===== src/rtl/picc_tx_scheduler.sv =====
// Round-robin scheduler that shares one picc_to_pcd transmitter among several
// PICC response sources, enforcing the frame guard time and tracking tx busy.
module picc_tx_scheduler #(
    parameter int NUM_REQ      = 3,
    parameter int GUARD_CYCLES = 11720,
    parameter int BUSY_TIMEOUT = 2048
) (
    input  logic                  clk_in,
    input  logic                  rst_in,
    input  logic [NUM_REQ-1:0]    req_in,
    input  logic [NUM_REQ*40-1:0] data_in,
    input  logic [NUM_REQ*3-1:0]  num_bytes_in,
    output logic [NUM_REQ-1:0]    grant_out,
    output logic [NUM_REQ-1:0]    done_out,
    output logic                  err_out,
    output logic [39:0]           tx_data_out,
    output logic [2:0]            tx_num_bytes_out,
    output logic                  tx_trigger_out,
    input  logic                  tx_busy_in,
    output logic                  busy_out
);

    localparam int PW      = (NUM_REQ > 1) ? $clog2(NUM_REQ) : 1;
    localparam int CNT_MAX = (GUARD_CYCLES > BUSY_TIMEOUT) ? GUARD_CYCLES : BUSY_TIMEOUT;
    localparam int CW      = (CNT_MAX > 1) ? $clog2(CNT_MAX + 1) : 1;

    typedef enum logic [2:0] {
        ST_IDLE      = 3'd0,
        ST_GUARD     = 3'd1,
        ST_TRIG      = 3'd2,
        ST_WAIT_BUSY = 3'd3,
        ST_ACTIVE    = 3'd4,
        ST_DONE      = 3'd5
    } state_t;

    // Returns {found, index} of the first set request at or after ptr, wrapping.
    function automatic logic [PW:0] pick_winner(input logic [NUM_REQ-1:0] req,
                                                input logic [PW-1:0]      ptr);
        logic [PW:0] pick;
        int          idx;
        pick = {(PW+1){1'b0}};
        for (int i = NUM_REQ - 1; i >= 0; i--) begin
            idx = (int'(ptr) + i) % NUM_REQ;
            if (req[idx]) begin
                pick = {1'b1, PW'(idx)};
            end
        end
        return pick;
    endfunction

    state_t               state_r, next_state_s;
    logic [PW-1:0]        ptr_r, ptr_nxt_s;
    logic [CW-1:0]        cnt_r, cnt_nxt_s;
    logic [PW:0]          pick_s;
    logic                 win_found_s;
    logic [PW-1:0]        win_idx_s;
    logic [NUM_REQ-1:0]   win_onehot_s;
    logic [39:0]          win_data_s;
    logic [2:0]           win_nb_s;
    logic                 win_len_ok_s;
    logic                 load_s;
    logic [NUM_REQ-1:0]   grant_nxt_s, done_nxt_s;
    logic                 err_nxt_s, trig_nxt_s, busy_nxt_s;
    logic [NUM_REQ-1:0]   grant_r, done_r;
    logic                 err_r, trig_r, busy_r;
    logic [39:0]          tx_data_r;
    logic [2:0]           tx_nb_r;

    assign pick_s       = pick_winner(req_in, ptr_r);
    assign win_found_s  = pick_s[PW];
    assign win_idx_s    = pick_s[PW-1:0];
    assign win_onehot_s = {{(NUM_REQ-1){1'b0}}, 1'b1} << win_idx_s;
    assign win_data_s   = data_in[40*int'(win_idx_s) +: 40];
    assign win_nb_s     = num_bytes_in[3*int'(win_idx_s) +: 3];
    assign win_len_ok_s = (win_nb_s != 3'd0) && (win_nb_s <= 3'd5);

    // State register.
    always_ff @(posedge clk_in or negedge rst_in) begin
        if (!rst_in) begin
            state_r <= ST_IDLE;
        end else begin
            state_r <= next_state_s;
        end
    end

    // Next-state decode.
    always_comb begin
        next_state_s = state_r;
        case (state_r)
            ST_IDLE: begin
                if (win_found_s) begin
                    next_state_s = win_len_ok_s ? ST_GUARD : ST_DONE;
                end else begin
                    next_state_s = ST_IDLE;
                end
            end
            ST_GUARD: begin
                if (cnt_r == {CW{1'b0}}) begin
                    next_state_s = ST_TRIG;
                end else begin
                    next_state_s = ST_GUARD;
                end
            end
            ST_TRIG:      next_state_s = ST_WAIT_BUSY;
            ST_WAIT_BUSY: begin
                if (tx_busy_in) begin
                    next_state_s = ST_ACTIVE;
                end else if (cnt_r == {CW{1'b0}}) begin
                    next_state_s = ST_DONE;
                end else begin
                    next_state_s = ST_WAIT_BUSY;
                end
            end
            ST_ACTIVE: begin
                if (!tx_busy_in) begin
                    next_state_s = ST_DONE;
                end else begin
                    next_state_s = ST_ACTIVE;
                end
            end
            ST_DONE:      next_state_s = ST_IDLE;
            default:      next_state_s = ST_IDLE;
        endcase
    end

    // Next values of the registered outputs, counter and pointer.
    always_comb begin
        grant_nxt_s = grant_r;
        done_nxt_s  = {NUM_REQ{1'b0}};
        err_nxt_s   = 1'b0;
        trig_nxt_s  = 1'b0;
        load_s      = 1'b0;
        cnt_nxt_s   = cnt_r;
        ptr_nxt_s   = ptr_r;
        busy_nxt_s  = (next_state_s != ST_IDLE);
        case (state_r)
            ST_IDLE: begin
                if (win_found_s) begin
                    grant_nxt_s = win_onehot_s;
                    load_s      = 1'b1;
                    if (int'(win_idx_s) == NUM_REQ - 1) begin
                        ptr_nxt_s = {PW{1'b0}};
                    end else begin
                        ptr_nxt_s = win_idx_s + PW'(1);
                    end
                    if (win_len_ok_s) begin
                        cnt_nxt_s = CW'(GUARD_CYCLES);
                    end else begin
                        err_nxt_s  = 1'b1;
                        done_nxt_s = win_onehot_s;
                    end
                end else begin
                    grant_nxt_s = {NUM_REQ{1'b0}};
                end
            end
            ST_GUARD: begin
                if (cnt_r != {CW{1'b0}}) begin
                    cnt_nxt_s = cnt_r - CW'(1);
                end else begin
                    cnt_nxt_s = cnt_r;
                end
            end
            ST_TRIG: begin
                trig_nxt_s = 1'b1;
                cnt_nxt_s  = CW'(BUSY_TIMEOUT);
            end
            ST_WAIT_BUSY: begin
                if (tx_busy_in) begin
                    cnt_nxt_s = cnt_r;
                end else if (cnt_r == {CW{1'b0}}) begin
                    err_nxt_s  = 1'b1;
                    done_nxt_s = grant_r;
                end else begin
                    cnt_nxt_s = cnt_r - CW'(1);
                end
            end
            ST_ACTIVE: begin
                if (!tx_busy_in) begin
                    done_nxt_s = grant_r;
                end else begin
                    done_nxt_s = {NUM_REQ{1'b0}};
                end
            end
            ST_DONE:  grant_nxt_s = {NUM_REQ{1'b0}};
            default:  grant_nxt_s = {NUM_REQ{1'b0}};
        endcase
    end

    // Output, datapath, counter and pointer registers; reset abandons any frame silently.
    always_ff @(posedge clk_in or negedge rst_in) begin
        if (!rst_in) begin
            grant_r   <= {NUM_REQ{1'b0}};
            done_r    <= {NUM_REQ{1'b0}};
            err_r     <= 1'b0;
            trig_r    <= 1'b0;
            busy_r    <= 1'b0;
            tx_data_r <= 40'h0;
            tx_nb_r   <= 3'd0;
            cnt_r     <= {CW{1'b0}};
            ptr_r     <= {PW{1'b0}};
        end else begin
            grant_r <= grant_nxt_s;
            done_r  <= done_nxt_s;
            err_r   <= err_nxt_s;
            trig_r  <= trig_nxt_s;
            busy_r  <= busy_nxt_s;
            cnt_r   <= cnt_nxt_s;
            ptr_r   <= ptr_nxt_s;
            if (load_s) begin
                tx_data_r <= win_data_s;
                tx_nb_r   <= win_nb_s;
            end
        end
    end

    assign grant_out        = grant_r;
    assign done_out         = done_r;
    assign err_out          = err_r;
    assign tx_trigger_out   = trig_r;
    assign busy_out         = busy_r;
    assign tx_data_out      = tx_data_r;
    assign tx_num_bytes_out = tx_nb_r;

endmodule


===== config.mk =====
export PLATFORM = sky130hd
export DESIGN_NAME = picc_tx_scheduler
export DESIGN_NICKNAME = d
export VERILOG_FILES = /design/src/rtl/picc_tx_scheduler.sv
export SDC_FILE = /design/constraint.sdc
export NUM_CORES = 1
export LEC_CHECK = 0
export BUFFER_PORTS_ARGS = -buffer_cell sky130_fd_sc_hd__buf_4
export CORE_MARGIN = 2
export CORE_UTILIZATION = 50
export CTS_CLUSTER_DIAMETER = 200
export CTS_CLUSTER_SIZE = 8
export DETAILED_ROUTE_END_ITERATION = 12
export PLACE_DENSITY = 0.84
export SETUP_SLACK_MARGIN = 0.3
export SYNTH_ARGS = -nofsm -noshare
export SYNTH_HDL_FRONTEND = slang
export SYNTH_SLANG_ARGS = --single-unit

===== constraint.sdc =====
create_clock -name clk_in -period 4.8 [get_ports clk_in]
set_clock_uncertainty 0.05 [all_clocks]
set_input_delay 0.72 -clock clk_in [delete_from_list [all_inputs] [get_ports clk_in]]
set_output_delay 0.72 -clock clk_in [all_outputs]
set_load 0.1 [all_outputs]

Word level (Yosys, flattened, before mapping)
Cells that the tools add are included.
{"block": "op_classes", "add_sub_neg": 4, "n_mul": 2, "n_div": 3, "magnitude_cmp": 4, "n_eq_ne": 10, "shifts": 3, "n_mux": 42, "reduce_logical": 10}
{"cell": "120-bit by 9-bit variable part select with 40-bit output", "n": 1}
{"cell": "32-bit by 4-bit less-than comparator with 1-bit output, second input constant", "n": 3}
{"cell": "14-bit two-way mux", "n": 5}
{"cell": "32-bit by 3-bit remainder unit with 32-bit output, second input constant", "n": 2}
{"cell": "14-bit case mux with 4 select lines", "n": 1}
{"cell": "3-bit two-way mux", "n": 13}
{"cell": "3-bit by 3-bit remainder unit with 32-bit output, second input constant", "n": 1}
{"cell": "3-bit case mux with 5 select lines", "n": 1}
{"cell": "14-bit zero test", "n": 1}
{"cell": "1-bit two-way mux", "n": 14}
{"cell": "14-bit nonzero test", "n": 1}
{"cell": "14-bit by 1-bit subtractor with 14-bit output, second input constant", "n": 1}
{"cell": "2-bit != test, second input constant", "n": 5}
{"cell": "3-bit case mux with 3 select lines", "n": 1}
{"cell": "9-bit by 5-bit variable part select with 3-bit output", "n": 1}
{"cell": "1-bit binary-select mux with 2-bit select", "n": 3}
{"cell": "3-bit by 2-bit == test with 1-bit output, second input constant", "n": 2}
{"cell": "3-bit case mux with 2 select lines", "n": 1}
{"cell": "6-bit AND reduction", "n": 1}
{"cell": "3-bit nonzero test", "n": 2}
{"cell": "3-bit by 2-bit multiplier with 5-bit output, first input constant", "n": 1}
{"cell": "2-bit by 2-bit multiplier with 4-bit output, first input constant", "n": 1}
{"cell": "2-bit two-way mux", "n": 2}
{"cell": "4-bit nonzero test", "n": 1}
{"cell": "13 further kinds", "n": 13}
{"block": "totals", "reg_bits": 71, "input_bits": 135, "out_inout_bits": 52}

Logic depth before layout (Yosys ltp)
{"block": "logic_depth", "word_depth": 16, "depth_mapped": 12}

Worst setup path after synthesis
OpenSTA, ideal clock, no wires.
{"block": "synth_timing", "kind": "input -> register", "start": "in req_in[1]", "end": "reg cnt_r[1]", "arrival_time_ns": 2.474, "required_ns": 4.622, "path_slack_ns": 2.149, "path_stages": 8, "path_buffers": 1, "path_cell_list": "buf_2 -> nor4bb_1 -> a31oi_1 -> o211ai_1 -> mux2_1 -> mux2_2 -> o21ai_2 -> mux2_1"}
{"block": "synth_via", "elab_chain_cells": 12}
{"item": "from (decl)", "line_no": "10", "rtl": "input logic [NUM_REQ-1:0] req_in,"}
{"item": "1-bit binary-select mux with 2-bit select", "line_no": "44", "rtl": "if (req[idx]) begin"}
{"item": "1-bit two-way mux (implied by the code) (2 in a row)", "line_no": "44"}
{"item": "3-bit two-way mux (2 in a row)", "line_no": "44"}
{"item": "3-bit two-way mux *", "line_no": "44"}
{"item": "2-bit by 2-bit multiplier with 4-bit output", "line_no": "74", "rtl": "assign win_nb_s = num_bytes_in[3*int'(win_idx_s) +: 3];"}
{"item": "9-bit by 5-bit variable part select with 3-bit output", "line_no": "74"}
{"item": "3-bit less-or-equal comparator or 3-bit nonzero test (tied branches)", "line_no": "75", "rtl": "assign win_len_ok_s = (win_nb_s != 3'd0) && (win_nb_s <= 3'd5);"}
{"item": "1-bit logical AND", "line_no": "75"}
{"item": "2-bit != test (no source line)"}
{"item": "6-bit AND reduction (no source line) *"}
{"item": "to (signal assigned)", "line_no": "199", "rtl": "cnt_r <= {CW{1'b0}};"}
{"item": "to (signal assigned)", "line_no": "207", "rtl": "cnt_r <= cnt_nxt_s;"}
{"item": "to (decl)", "line_no": "53", "rtl": "logic [CW-1:0] cnt_r, cnt_nxt_s;"}
Mark *: on every way between the ends. The rest lies on a longest branch, timed or not. The select of a mux whose other input is x is not followed.
A chain may end at the register's enable or synchronous reset.

Worst setup path in the final report
{"block": "layout_timing", "start": "reg ptr_r[0]", "end": "reg tx_data_r[2] (netlist: tx_data_out[2])"}
{"block": "layout_via", "elab_chain_cells": 10}
{"item": "from (decl)", "line_no": "52", "rtl": "logic [PW-1:0] ptr_r, ptr_nxt_s;"}
{"item": "from (signal assigned)", "line_no": "200", "rtl": "ptr_r <= {PW{1'b0}};"}
{"item": "from (signal assigned)", "line_no": "208", "rtl": "ptr_r <= ptr_nxt_s;"}
{"item": "2-bit by 2-bit adder with 3-bit output", "line_no": "43", "rtl": "idx = (int'(ptr) + i) % NUM_REQ;"}
{"item": "32-bit by 3-bit remainder unit with 32-bit output", "line_no": "43"}
{"item": "1-bit binary-select mux with 2-bit select", "line_no": "44"}
{"item": "1-bit two-way mux (implied by the code) (2 in a row)", "line_no": "44"}
{"item": "3-bit two-way mux (2 in a row)", "line_no": "44"}
{"item": "3-bit two-way mux *", "line_no": "44"}
{"item": "3-bit by 2-bit multiplier with 5-bit output or 1-bit two-way mux (tied branches)", "line_no": "73, 138"}
{"item": "120-bit by 9-bit variable part select with 40-bit output or 1-bit two-way mux (tied branches)", "line_no": "73, 136"}
{"item": "to (signal assigned)", "line_no": "210", "rtl": "tx_data_r <= win_data_s;"}
{"item": "to (decl)", "line_no": "66", "rtl": "logic [39:0] tx_data_r;"}
Marks and branches as above.

==> metrics.txt <==
result of the run=finished clean; number of warnings printed during yosys synthesis=0; placeable core area=roughly 0.0082 sq mm; fraction of registers with async set or reset after synthesis=100.0%; GRT Total Usage=between 20% and 30%; number of DRC markers after the initial detailed-route iteration=320; Vert. Die Dim=around 96 um; RSZ-0062 raised after global routing=false; count of cell types in the netlist=between 50 and 60; post-synthesis cell type with the largest combined area=sky130_fd_sc_hd__dfrtp_1; clock latency on the worst-skew pair=about 340 ps; drt wl/cell=approximately 16 um; Final Cycle Share=between 70% and 80%; kind of cell with the highest combined delay on the critical path=simple AND/OR/NAND/NOR gates; Sum Neg Setup Slack=0 ps; launch point of the worst reg-to-reg path=ptr_r[0]; leading register cell type out of synthesis=sky130_fd_sc_hd__dfrtp_1; CP required=4950 ps; area share of the largest cell type after synthesis=a little over two fifths; GR Layer Usage met3=under 10%; Synth Cell Area=between 0.004 and 0.005 sq mm; Worst R2R Path Depth=8; R2R setup slack=around 1400 ps; final count of hold timing violations=0; fmax=0.2958 GHz; Post-Synthesis Cells=between 400 and 500; Arr. time, crit path=between 3000 and 4000 ps; wire length of the first global-routing pass=18550 um; post-CTS sizing=0; synthesis-to-finish area growth=37.90%; via/cell ratio=around 5.6; overall routed net length=around 12000 um; number of ports placed on the die boundary=187; Ant. Diodes=0; CP max-delay cell=sky130_fd_sc_hd__nor4_2; fin nets=a little under 800; Filler Cells Inserted=around 610; endpoint of the lowest-slack register-to-register path=tx_data_out[2]; top cells by area, synth=sky130_fd_sc_hd__dfrtp_1 42%, sky130_fd_sc_hd__mux2i_1 11%, sky130_fd_sc_hd__o21ai_0 11%, sky130_fd_sc_hd__nand2_1 9.2%, sky130_fd_sc_hd__clkbuf_1 1.9%; net count after synthesis=between 600 and 700; Max-slew headroom=about two fifths; endpoint kind of the worst setup timing path=flop; effective utilization at floorplan=roughly 51%; leftover overflow at the end of global routing=0; Min Clock Period, post-route=between 3000 and 4000 ps; length of the first detailed-routing pass in iterations=5; port buffer count=approximately 190; share of synthesized area occupied by flip-flops and latches=between 40% and 50%; library cell with the highest instance count after synthesis=sky130_fd_sc_hd__nand2_1; number of placement rows=33; Worst-Margin Slew=a little under 900 ps; cell types with the highest counts after synthesis=103 x sky130_fd_sc_hd__nand2_1, 90 x sky130_fd_sc_hd__o21ai_0, 71 x sky130_fd_sc_hd__dfrtp_1, 45 x sky130_fd_sc_hd__mux2i_1, 21 x sky130_fd_sc_hd__clkbuf_1; width of the die=roughly 96 um; layer with the highest usage after global routing=met2; Hold-fix buffers, CTS=0; kind of start point of the critical path=flop; post-CTS setup buffers=0; number of clock buffers inserted by TritonCTS=9; total number of H-tree levels=3; number of buffer and inverter instances along the worst setup path=2; highest net fanout along the worst path=62; count of nets left with antenna violations after detail routing=0; vias in the first global route=between 3000 and 4000; global-route met1 utilization=32.17%; worst min-delay path startpoint=tx_data_out[17]; number of clock sinks=71; pin count of the biggest net entering global routing=93; Vias=4234; post-detail-place hpwl=between 9000 and 10000 um; ratio of cells with drive above 1 in the final layout=about a third; max cap viols=0; count of state elements after synthesis=71; number of cells on the worst hold path=2; GR met2 Demand/Resource=around 44%; number of synthesized flops with an enable pin=0; slowest stage delay, CP=approximately 540 ps; final setup fails=0; placer congestion estimate=0.9734; type of the most critical hold path=flop to flop; Mapped Avg Cell Area=about 8.6 sq um; endpoint of the worst hold path=tx_data_out[17]; clock transition time at the flip-flop clock pins of the worst setup and hold paths=roughly 90 ps; cell at the root of the clock tree=sky130_fd_sc_hd__clkbuf_8; final max-slew violation count=0; die footprint=approximately 0.0092 sq mm; DRC errors left=0; TritonCTS clock tree=built; WS Path Type=flop to flop; deepest clock path buffer count=2; number of antenna violations at the first check in global routing=0; worst-path cell chain=inv_1, ha_1, mux2i_1, a21oi_1, nor4_2, or3_2, buf_4, o21ai_0
[layout by cell type, fill, tap and decap left out, types with 3 or more instances in the layout]
cell type	instances
sky130_fd_sc_hd__buf_4	189
sky130_fd_sc_hd__nand2_1	103
sky130_fd_sc_hd__o21ai_0	90
sky130_fd_sc_hd__dfrtp_1	71
sky130_fd_sc_hd__mux2i_1	45
sky130_fd_sc_hd__nor2_1	17
sky130_fd_sc_hd__a21oi_1	15
sky130_fd_sc_hd__inv_1	11
sky130_fd_sc_hd__clkbuf_8	10
sky130_fd_sc_hd__nor3_1	9
sky130_fd_sc_hd__nand3_1	8
sky130_fd_sc_hd__o211ai_1	6
sky130_fd_sc_hd__nand2b_1	5
sky130_fd_sc_hd__or3_1	4
sky130_fd_sc_hd__o31ai_1	4
sky130_fd_sc_hd__a211oi_1	4
sky130_fd_sc_hd__ha_1	4
sky130_fd_sc_hd__a31oi_1	3
sky130_fd_sc_hd__o22ai_1	3
sky130_fd_sc_hd__a21o_1	3
sky130_fd_sc_hd__o2bb2ai_1	3
sky130_fd_sc_hd__clkinvlp_4	3
[per-stage QoR]
stage	util, %	setup WS (ps)	instance area [sq um]	std cells	hold WS, ps
2_1_floorplan	-	2149	4203	487	374.4
3_3_place_gp	68.66	1692	5613	746	414.3
3_5_place_dp	68.66	1423	5613	746	421.8
4_1_cts	70.89	1427	5796	762	440.4
5_1_grt	70.89	1034	5796	762	464.2
6_report	70.89	1419	5796	762	434.5
[flip-flops by register name, indices dropped and copies added (netlist names)]
signal / count
busy_out: 1
done_out: 3
cnt_r: 14
ptr_r: 2
err_out: 1
grant_out: 3
tx_data_out: 40
state_r: 3
tx_num_bytes_out: 3
tx_trigger_out: 1
[how the worst max path moves through the flow]
| stage | end | cells after the start | start |
|---|---|---|---|
| 5_1_grt | tx_data_out[2] | 8 | ptr_r[0] |
| 3_5_place_dp | tx_data_out[2] | 8 | ptr_r[0] |
| 4_1_cts | tx_data_out[2] | 8 | ptr_r[0] |
| 6_report | tx_data_out[2] | 8 | ptr_r[0] |
| 2_1_floorplan | cnt_r[1] | 8 | req_in[1] |
| 3_3_place_gp | tx_data_out[14] | 8 | ptr_r[0] |
[kinds of logic after synthesis]
kind of cell / synth area share (%)
AOI/OAI and AO/OA: 22.06
xor gates and xnor gates: 0.2084
adders and majority gates: 1.191
buffers and inverters: 4.585
DFF: 42.27
muxes: 11.79
and+or+nand+nor: 17.89
[metal layers]
metal	vias up	part of all wire [%]
met4	0	2.1
li1	2069	-
met1	1967	39
met5	-	0
met3	26	8.8
met2	172	50
[area by class of cell]
| cell class | count | area [sq um] | share of cell area, % |
|---|---|---|---|
| Clock inverter | 6 | 45.04 | 0.7772 |
| Multi-Input combinational cell | 370 | 2245 | 38.73 |
| Sequential cell | 71 | 1777 | 30.66 |
| Inverter | 11 | 41.29 | 0.7124 |
| Clock buffer | 10 | 137.6 | 2.375 |
| Tap cell | 105 | 131.4 | 2.267 |
| Timing Repair Buffer | 189 | 1419 | 24.48 |
[worst register-to-register path: stages (launching register included)]
cell,delay (ps)
sky130_fd_sc_hd__dfrtp_1,360
sky130_fd_sc_hd__inv_1,80
sky130_fd_sc_hd__ha_1,480
sky130_fd_sc_hd__mux2i_1,300
sky130_fd_sc_hd__a21oi_1,180
sky130_fd_sc_hd__nor4_2,540
sky130_fd_sc_hd__or3_2,520
sky130_fd_sc_hd__buf_4,510
sky130_fd_sc_hd__o21ai_0,230
Power is not shown: default switching activity piles up to over one toggle a cycle in this logic, so the estimate is an artifact.
